<file path="config.mk">
export PLATFORM = sky130hd
export DESIGN_NAME = uart_tx_queue
export DESIGN_NICKNAME = d
export VERILOG_FILES = /design/src/rtl/uart_tx_pkg.sv /design/src/rtl/byte_fifo.sv /design/src/rtl/uart_tx_queue.sv
export SDC_FILE = /design/constraint.sdc
export NUM_CORES = 1
export LEC_CHECK = 0
export CAP_MARGIN = 20
export CORE_ASPECT_RATIO = 1.4
export CORE_MARGIN = 2
export CORE_UTILIZATION = 45
export DETAILED_ROUTE_END_ITERATION = 6
export GPL_TIMING_DRIVEN = 0
export SYNTH_ARGS = -nofsm -noshare
export SYNTH_HDL_FRONTEND = slang
export SYNTH_SLANG_ARGS = --single-unit
</file>
<file path="constraint.sdc">
create_clock -name clk -period 4.6 [get_ports clk]
set_input_delay 1.15 -clock clk [delete_from_list [all_inputs] [get_ports clk]]
set_output_delay 1.15 -clock clk [all_outputs]
set_load 0.005 [all_outputs]
</file>
<file path="src/rtl/uart_tx_pkg.sv">
// Shared definitions for the UART transmit queue: scheduler states and the
// default frame length at the system baud rate.
package uart_tx_pkg;

    typedef enum logic [1:0] {
        IDLE = 2'd0,
        SEND = 2'd1,
        WAIT = 2'd2
    } tx_state_t;

    // start + 8 data + stop bits at the system baud rate, in clock cycles
    localparam int DEFAULT_FRAME_CYCLES = 10416;

endpackage

</file>
<file path="src/rtl/byte_fifo.sv">
// Synchronous byte FIFO with a combinational head view; the caller guarantees
// push only when not full and pop only when not empty.
module byte_fifo #(
    parameter int DEPTH = 16
) (
    input  logic                   clk,
    input  logic                   rst,
    input  logic                   push,
    input  logic                   pop,
    input  logic [7:0]             din,
    output logic [7:0]             dout,
    output logic [$clog2(DEPTH):0] count
);

    localparam int AW = $clog2(DEPTH);
    localparam int CW = AW + 1;

    if (DEPTH < 2 || (DEPTH & (DEPTH - 1)) != 0) begin : g_bad_depth
        $error("byte_fifo: DEPTH must be a power of two and at least 2");
    end

    logic [7:0]    mem [DEPTH];
    logic [AW-1:0] wr_ptr;
    logic [AW-1:0] rd_ptr;

    // Storage carries no reset; stale entries are unreachable once pointers clear.
    always_ff @(posedge clk) begin
        if (push) begin
            mem[wr_ptr] <= din;
        end
    end

    always_ff @(posedge clk) begin
        if (rst) begin
            wr_ptr <= '0;
            rd_ptr <= '0;
            count  <= '0;
        end else begin
            if (push) begin
                wr_ptr <= wr_ptr + AW'(1);
            end
            if (pop) begin
                rd_ptr <= rd_ptr + AW'(1);
            end
            if (push && !pop) begin
                count <= count + CW'(1);
            end else if (pop && !push) begin
                count <= count - CW'(1);
            end
        end
    end

    assign dout = mem[rd_ptr];

endmodule

</file>
<file path="src/rtl/uart_tx_queue.sv">
// Transmit scheduler between the store path and the uart: queues bytes and
// hands one to the uart every FRAME_CYCLES, stalling stores while full.
module uart_tx_queue
    import uart_tx_pkg::*;
#(
    parameter int DEPTH        = 16,
    parameter int FRAME_CYCLES = DEFAULT_FRAME_CYCLES
) (
    input  logic                   clk,
    input  logic                   rst,
    input  logic                   wr_en,
    input  logic [7:0]             wr_data,
    output logic                   stall,
    output logic                   full,
    output logic [$clog2(DEPTH):0] count,
    output logic                   idle,
    output logic                   uart_wr,
    output logic [7:0]             uart_dat
);

    localparam int CW = $clog2(DEPTH) + 1;
    localparam int TW = (FRAME_CYCLES > 2) ? $clog2(FRAME_CYCLES) : 1;
    // SEND occupies one cycle and the final WAIT cycle sees timer == 0.
    localparam logic [TW-1:0] TIMER_RELOAD = TW'(FRAME_CYCLES - 2);

    if (FRAME_CYCLES < 2) begin : g_bad_frame
        $error("uart_tx_queue: FRAME_CYCLES must be at least 2");
    end

    tx_state_t     state;
    tx_state_t     next_state;
    logic [TW-1:0] timer;
    logic          queued;
    logic          push;
    logic          pop;
    logic          next_uart_wr;
    logic [7:0]    head;

    assign queued = (count != '0);
    assign full   = (count == CW'(DEPTH));
    assign stall  = wr_en & full;
    assign push   = wr_en & ~full;

    byte_fifo #(
        .DEPTH (DEPTH)
    ) u_fifo (
        .clk   (clk),
        .rst   (rst),
        .push  (push),
        .pop   (pop),
        .din   (wr_data),
        .dout  (head),
        .count (count)
    );

    always_ff @(posedge clk) begin
        if (rst) begin
            state    <= IDLE;
            timer    <= '0;
            uart_wr  <= 1'b0;
            uart_dat <= 8'h00;
        end else begin
            state   <= next_state;
            uart_wr <= next_uart_wr;
            if (state == SEND) begin
                timer <= TIMER_RELOAD;
            end else if (state == WAIT && timer != '0) begin
                timer <= timer - TW'(1);
            end
            if (pop) begin
                uart_dat <= head;
            end
        end
    end

    always_comb begin
        next_state = state;
        unique case (state)
            IDLE:    if (queued) next_state = SEND;
            SEND:    next_state = WAIT;
            WAIT:    if (timer == '0) next_state = queued ? SEND : IDLE;
            default: next_state = IDLE;
        endcase
    end

    // The pop that loads uart_dat happens on the edge entering SEND, so the
    // byte and the pulse appear together.
    always_comb begin
        pop          = 1'b0;
        next_uart_wr = (next_state == SEND);
        unique case (state)
            IDLE:    pop = queued;
            WAIT:    pop = (timer == '0) && queued;
            default: pop = 1'b0;
        endcase
    end

    assign idle = (state == IDLE) && !queued;

endmodule

</file>
Yosys cells after proc, flatten, opt, wreduce, memory -nomap -nowiden --
Memory sizes are Yosys's and may differ from the RTL's. A register that Yosys moved wholly into a read port is not among the register bits. Cells that the tools add are included.
Storage, ports and cells: flip-flop bits (word level) 30, RAM bits 128, output and inout port bits 17, input port bits 11, memories 1, logic and storage cells 46
Operators by class: $add $sub $neg 5, equal/unequal tests 4, bitwise gates (word level) 3, muxes and demuxes 11, reductions and logical operators 15
Memories:
- u_fifo.mem | depth 16, bits a word 8, read ports 1, clocked after Yosys merged registers in 1, write ports 1, RTL line byte_fifo.sv:22 | logic [7:0] mem [DEPTH];
Operators with widths (count):
- 2-to-1 mux 14 bit | 2
- logical NOT 14 bit | 1
- nonzero test 14 bit | 1
- subtractor 14 x 1 -> 14 bit (second input constant) | 1
- 2-to-1 mux 5 bit | 2
- adder 4 x 1 -> 4 bit (second input constant) | 2
- case mux 2 bit (3 select lines) | 1
- adder 5 x 1 -> 5 bit (second input constant) | 1
- equality test 5 bit (second input constant) | 1
- logical AND 1 bit | 5
- nonzero test 5 bit | 1
- subtractor 5 x 1 -> 5 bit (second input constant) | 1
- equality test 2 x 1 -> 1 bit (second input constant) | 2
- 2-to-1 mux 2 bit | 2
- nonzero test 2 bit | 2
- logical NOT 1 bit | 3
- 2-to-1 mux 1 bit | 3
- bitwise AND 1 bit | 2
- equality test 2 bit (second input constant) | 1
- logical NOT 2 bit | 1
- case mux 1 bit (2 select lines) | 1
- OR reduction 2 bit | 1
- inverter 1 bit | 1

Logic depth before layout (Yosys ltp) --
Gate-level depths: netlist of run 1.
depth in word-level cells 7, mapped depth 16, depth with buffers taken out 14

Modules after synthesis --
From an unflattened synthesis of run 1, not the netlist that was laid out.
Unflattened totals: cells, all modules 445, area total of the unflattened synthesis 7098.1 um^2
Modules (own cells, without submodules):
- byte_fifo | area each 5753.0 um^2, cells each 298, times used 1
- uart_tx_queue | area each 1345.0 um^2, cells each 147, times used 1

Worst setup path after synthesis of run 1 --
OpenSTA, ideal clock, no wires.
path type reg2reg, from reg timer[0], to reg u_fifo.count[4], stages on the path, launching flop included 17, setup time 0.070 ns, required time 4.530 ns, path slack 0.997 ns, arrival time 3.532 ns, clock period less this slack 3.603 ns, path through dfxtp_1 -> inv_1 -> ha_1 -> or4b_1 -> or4_1 -> buf_2 -> a211oi_4 -> inv_2 -> clkbuf_1 -> ha_1 -> inv_1 -> ha_1 -> a21o_1 -> a21oi_1 -> xnor2_1 -> or3_1 -> a21oi_1
Between the ends: longest elaborated chain between the ends 6
Ends and longest elaborated chain:
- start, declared | RTL line uart_tx_queue.sv:32 | logic [TW-1:0] timer;
- start signal, assigned | RTL line uart_tx_queue.sv:68 | timer <= timer - TW'(1);
- logical NOT 14 bit (*) | RTL line uart_tx_queue.sv:93 | WAIT: pop = (timer == '0) && queued;
- logical AND 1 bit (*) | RTL line uart_tx_queue.sv:93
- case mux 1 bit (2 select lines) (*) | RTL line uart_tx_queue.sv:91 | unique case (state)
- logical NOT 1 bit | RTL line byte_fifo.sv:45 | if (push && !pop) begin
- logical AND 1 bit | RTL line byte_fifo.sv:45
- 2-to-1 mux 5 bit or nonzero test 2 bit (tied branches)
- end signal, assigned | RTL line byte_fifo.sv:46 | count <= count + CW'(1);
- end signal, assigned | RTL line byte_fifo.sv:48 | count <= count - CW'(1);
- end, declared | RTL line byte_fifo.sv:12 | output logic [$clog2(DEPTH):0] count
Mark *: on every way between the ends. The rest lies on a longest branch, timed or not. A chain may end at the register's enable or synchronous reset.

Final worst setup path of run 1 --
Same ends and word-level chain as after synthesis.

==> impl_metrics.ini, run 1 <==
[status]
status = completed

[sta]
timing.fmax_ghz = 0.245
post-route-min-period_ps = 4070
hold_slack_ps = 497
clock_skew_ps = 12.3
final-setup-viol-count = 0
rsz0062_at_grt = false
tightest_slew_ps = 966
final_hold_viol_count = 0
relSlewSlack = 0.354
totalNegativeSetupSlack_ps = 0
period_share = 0.886
drv_slew = 0

[final_layout]
drive_above_1_share = 0.164
nFillCells = 1209
layout_common_cells = 128 x edfxtp_1, 55 x nor2_1, 38 x dfxtp_1
num_antenna_cells = 0
area_growth_pct = 16.0
fin_nets = 516
final_common_cell = edfxtp_1

[synthesis]
synth.distinct_cells = 39
syn-num-nets = 469
synth_area_um2 = 6750
ys_ff_latch = 166
synthAdderAreaFrac = 0.0234
synth_top_area_cell = edfxtp_1
synth.area.top_cells = edfxtp_1 57%, dfxtp_1 11%, mux4_2 8.0%
yosys_warnings = 0
netlist_instances = 446
synth-xor-area-share = 0.0247
avgSynthCellArea_um2 = 15.1
synth-simple-area-share = 0.0862
synth_top_family_by_area = multiplexers
synth-compound-area-share = 0.0436
synth_top_area_frac = 0.570
muxShareOfSynthArea = 0.122
ys_seq_area_frac = 0.682

[cts]
cts.htree.levels = 4
cts_buffer_depth = 2
cts_hold_buf = 0
cts_resized = 0
cts-root-buf = clkbuf_16
clock-sinks = 166
post_cts_buffers = 0
clkTransAtPathRegs_ps = 70
clkLatencyLatePin_ps = 430
cts_made_buffers = 17
cts_tree = built

[placement]
io_buffers = 26
gp_congestion = 0.838
place_hpwl_um = 9490

[critical_path]
startpoint = timer[0]
required_ps = 4950
r2r_start = timer[0]
critPathKind = reg -> reg
cp_slowest_cell = or4b_1
start_kind = flop
critPathArrivalTime_ps = 4420
crit_path_cell_trace = inv_1 > ha_1 > or4b_1 > or4_1 > buf_2 > a211oi_4 > inv_2 > clkbuf_1 > ha_1 > inv_1 > ha_1 > a21o_1 > a21oi_1 > xnor2_1 > or3_1 > a21oi_1
timing.critical_path.mode_cell = ha_1
critPathCaptureType = flop
critical_path.max_fanout = 10
critical_path.max_stage_delay_ps = 460

[floorplan]
die_y_um = 149
core_um2 = 14600
fp-row-count = 52
pin_count = 28
start_util = 0.463
die_area_um2 = 16000
die_width_um = 107

[detailed_routing]
initialDrtViolationCount = 238
ant_nets = 0
drcViolationCount = 0
wirelength_um = 13900
wl_per_cell_um = 20.0
drt_pass1_iterations = 4
vias = 3858
via_per_inst = 5.55

[global_routing]
grt_pass1_vias = 3928
gr-usage-all-layers = 0.185
grt_first_pass_wirelength_um = 21500
grt_max_degree = 18
antenna_found_initial = 0
overflow = 0

[pwr]
clkPwrFrac = 0.292
power_density_nw_per_um2 = 587
p_seq_frac = 0.403
p_switching_mw = 1.49
report.power.total_mw = 4.60
swShare = 0.325
power.internal_mw = 3.10
leakage_nw = 2.57
peakVddDrop_mv = 0.300
pwr-share-comb = 0.305

[job]
maxCapViolations = 0

[worst_hold_path]
hold_start = uart_dat[4]
worstHoldPathType = reg -> reg
synth_stat cells:
library cell  count
edfxtp_1        128
nor2_1           55
dfxtp_1          38
mux4_2           24
clkbuf_1         19
mux2_2           16
a21oi_1          15
o22ai_1          15
nor3_1           14
ha_1             11
nand2_1          11
xnor2_1          11
mux2i_1          10
o21ai_0          10
xor2_1            8
nand2b_1          7
nor4_1            7
inv_1             5
nand3_1           5
or3_1             5
buf_2             4
nor2b_1           3
or4_1             3
a211oi_1          2
a21o_1            2
and3_1            2
buf_1             2
nand4_1           2
nand4b_1          2
a211oi_4          1
a21boi_1          1
a311oi_1          1
a31o_2            1
and2_1            1
and4_1            1
fa_1              1
inv_2             1
or3_4             1
or4b_1            1
power groups by stage:
stage | logic, mW | clock network (mW) | registers [mW]
2_1_floorplan | 0.987 | 0 | 1.87
3_3_place_gp | 1.39 | 0 | 1.88
3_5_place_dp | 1.41 | 0 | 1.89
4_1_cts | 1.42 | 1.36 | 1.86
5_1_grt | 1.55 | 1.43 | 1.87
6_report | 1.40 | 1.34 | 1.85
metrics by stage:
step	cell area, um^2	utilization	cells	worst slack, ps
global placement	7240	0.497	661	467
CTS	7830	0.537	695	511
floorplan	6750	-	446	997
global route	7830	0.537	695	249
finish	7830	0.537	695	526
detailed placement	7270	0.499	663	545
cell families (layout without fill, tap and decap cells):
| logic type | count (synthesis) | after routing |
|---|---|---|
| xor gates and xnor gates | 19 | 19 |
| AOI/OAI and AO/OA | 48 | 48 |
| and+or+nand+nor | 120 | 120 |
| muxes | 50 | 50 |
| adders and majority gates | 12 | 12 |
| buffers and inverters | 31 | 91 |
| DFF | 166 | 166 |
final timing paths:
| kind | endpoint | slack [ps] | depth (start not counted) |
|---|---|---|---|
| setup / recovery | u_fifo.count[4] | 530 | 16 |
| hold / removal | uart_dat[4] | 500 | 2 |
| setup reg to reg | u_fifo.count[4] | 530 | 16 |
| hold reg to reg | uart_dat[4] | 500 | 2 |
flip-flops by register name, summed over array words and instances, names as in the netlist:
signal / flops
u_fifo.wr_ptr: 4
u_fifo.mem: 128
state: 2
u_fifo.count: 5
uart_dat: 8
u_fifo.rd_ptr: 4
uart_wr: 1
timer: 14
final cells by class:
| type | count | area [um^2] | area share |
|---|---|---|---|
| flip-flops and latches | 166 | 4600 | 0.588 |
| multi-input cells | 249 | 2030 | 0.259 |
| clock buffers | 18 | 429 | 0.0548 |
| repair buffers | 28 | 275 | 0.0352 |
| well taps | 189 | 236 | 0.0302 |
| clock inverters | 14 | 131 | 0.0168 |
| plain buffers | 25 | 98.8 | 0.0126 |
| inverters | 6 | 22.5 | 0.00288 |
critical path, delay by kind of cell (launching register included):
kind / cells / cell delay (ps)
AND/OR/NAND/NOR: 3 / 1180
AO/OA/AOI/OAI: 4 / 850
buffers and inverters: 5 / 790
adder cells (fa/ha/maj): 3 / 790
flip-flops: 1 / 310
XOR/XNOR: 1 / 90
per-layer routing:
layer / GRT usage / routed length [um] / share of wire / up-vias
met5: 0 / 0 / 0 / -
met4: 0.0827 / 350 / 0.025 / 0
met3: 0.0367 / 565 / 0.041 / 24
met2: 0.324 / 7520 / 0.54 / 99
met1: 0.218 / 5460 / 0.39 / 1936
li1: - / - / - / 1799
No activity file was read; power rests on OpenSTA's default activity.
==> run 2, diff against run 1 <==
CORE_MARGIN = 8   (was 2)
==> run 2 against run 1 <==
Compared with the run above: cell count grew 0.58%; global-route usage shrank 3.7 points; non-clock buffer count grew 2; sequential share of layout area shrank 0.22 points; maximum frequency shrank 1.2%; largest power group unchanged; power grew 1.3%; setup slack lost 48 ps.
==> impl_metrics.ini, run 2 (synthesis results as in run 1) <==
[final_layout]
largest_registers = u_fifo.mem (128), timer (14), uart_dat (8)
final_cell_area_um2 = 7860
top_register = u_fifo.mem
largest_reg_flops = 128
area_growth_pct = 16.5
final_common_cell = edfxtp_1
layout_common_cells = 128 x edfxtp_1, 55 x nor2_1, 38 x dfxtp_1
drive_above_1_share = 0.164
fin_nets = 518
num_antenna_cells = 0

[sta]
post-route-min-period_ps = 4120
period_share = 0.896
rsz0062_at_grt = false
final-setup-viol-count = 0
setup_ws_ps = 478
final_hold_viol_count = 0
clock_skew_ps = 15.4
timing.fmax_ghz = 0.243
relSlewSlack = 0.386
drv_slew = 0
totalNegativeSetupSlack_ps = 0
tightest_slew_ps = 912
hold_slack_ps = 507

[placement]
gp_congestion = 0.801
place_hpwl_um = 9370
io_buffers = 26
dpl_cell_area_um2 = 7270
dp_slack_ps = 510

[detailed_routing]
vias = 3784
wirelength_um = 13600
wl_per_cell_um = 19.4
drcViolationCount = 0
ant_nets = 0
drt_pass1_iterations = 4
via_per_inst = 5.41
initialDrtViolationCount = 259

[critical_path]
required_ps = 4940
cp_top_family = simple AND/OR/NAND/NOR gates
critPathCaptureType = flop
start_kind = flop
crit_path_cell_trace = inv_1 > ha_1 > or4b_1 > or4_1 > buf_2 > a211oi_4 > inv_2 > clkbuf_1 > ha_1 > inv_1 > ha_1 > a21o_1 > a21oi_1 > xnor2_1 > or3_1 > a21oi_1
timing.critical_path.mode_cell = ha_1
critical_path.max_fanout = 10
critPathBufInv = 5
cp_slowest_cell = or4b_1
critPathArrivalTime_ps = 4460
critical_path.max_stage_delay_ps = 450
critPathKind = reg -> reg

[pwr]
pwr-share-comb = 0.298
power_density_nw_per_um2 = 593
power.internal_mw = 3.20
peakVddDrop_mv = 0.325
swShare = 0.313
clkPwrFrac = 0.304
p_switching_mw = 1.46
leakage_nw = 2.58
p_seq_frac = 0.398

[cts]
cts.htree.levels = 4
cts_hold_buf = 0
post_cts_buffers = 0
cts_tree = built
cts-root-buf = clkbuf_16
cts_buffer_depth = 2
clkLatencyLatePin_ps = 420
cts_made_buffers = 17
cts_resized = 0
clock-sinks = 166
clkTransAtPathRegs_ps = 60

[floorplan]
fp-row-count = 53
core_um2 = 14900
die_y_um = 161
die_area_um2 = 19200
die_width_um = 119
pin_count = 28
start_util = 0.454

[global_routing]
antenna_found_initial = 0
grt_pass1_vias = 3937
gr-usage-all-layers = 0.148
overflow = 0
grt_max_degree = 17
grt_first_pass_wirelength_um = 21600

[status]
status = completed

[job]
maxCapViolations = 0

[worst_hold_path]
worstHoldPathType = reg -> reg
==> run 2: changes by cell type in the layout (fill, tap and decap cells not counted), moves of 2 or more <==
| cell | before | now |
|---|---|---|
| inv_8 | 5 | 3 |
| buf_2 | 4 | 7 |
| bufinv_16 | 0 | 2 |
| nor3_1 | 12 | 14 |
| nor3_2 | 2 | 0 |
==> run 2: worst paths after layout <==
path,startpoint,depth (start not counted),slack [ps],to
min reg2reg,uart_dat[3],2,510,uart_dat[3]
max reg2reg,timer[0],16,480,u_fifo.count[4]
min,uart_dat[3],2,510,uart_dat[3]
max,timer[0],16,480,u_fifo.count[4]
==> run 2: routing by layer <==
metal,GRT usage,part of all wire,up-vias
li1,-,-,1792
met1,0.170,0.41,1898
met2,0.257,0.53,85
met3,0.0372,0.048,9
met4,0.0593,0.019,0
met5,0,0,-
==> run 2: worst register-to-register path: stages, from the launching register on <==
cell and delay (ps):
dfxtp_1 310, inv_1 110, ha_1 230, or4b_1 450, or4_1 390, buf_2 200
a211oi_4 370, inv_2 110, clkbuf_1 250, ha_1 280, inv_1 140, ha_1 290
a21o_1 190, a21oi_1 190, xnor2_1 90, or3_1 300, a21oi_1 140
==> run 2: layout make-up <==
type                       instances  area [um^2]
fill                            1278         7000
sequential                       166         4600
multi-input combinational        249         2020
clock buffer                      17          425
timing repair buffer              30          283
tap                              192          240
clock inverter                    14          163
buffer                            25         98.8
inverter                           6         22.5
==> run 2: power groups by stage <==
stage	Clock (mW)	Sequential (mW)	Combinational, mW
finish	1.42	1.85	1.39
global route	1.49	1.88	1.56
CTS	1.44	1.85	1.41
detailed placement	0	1.89	1.40
global placement	0	1.88	1.38
floorplan	0	1.87	0.987
==> run 2: per-stage QoR <==
stage | total power, mW | util | std cells
floorplan | 2.86 | - | 446
finish | 4.66 | 0.529 | 699
global placement | 3.26 | 0.488 | 664
CTS | 4.70 | 0.529 | 699
detailed placement | 3.29 | 0.489 | 668
global route | 4.93 | 0.529 | 699
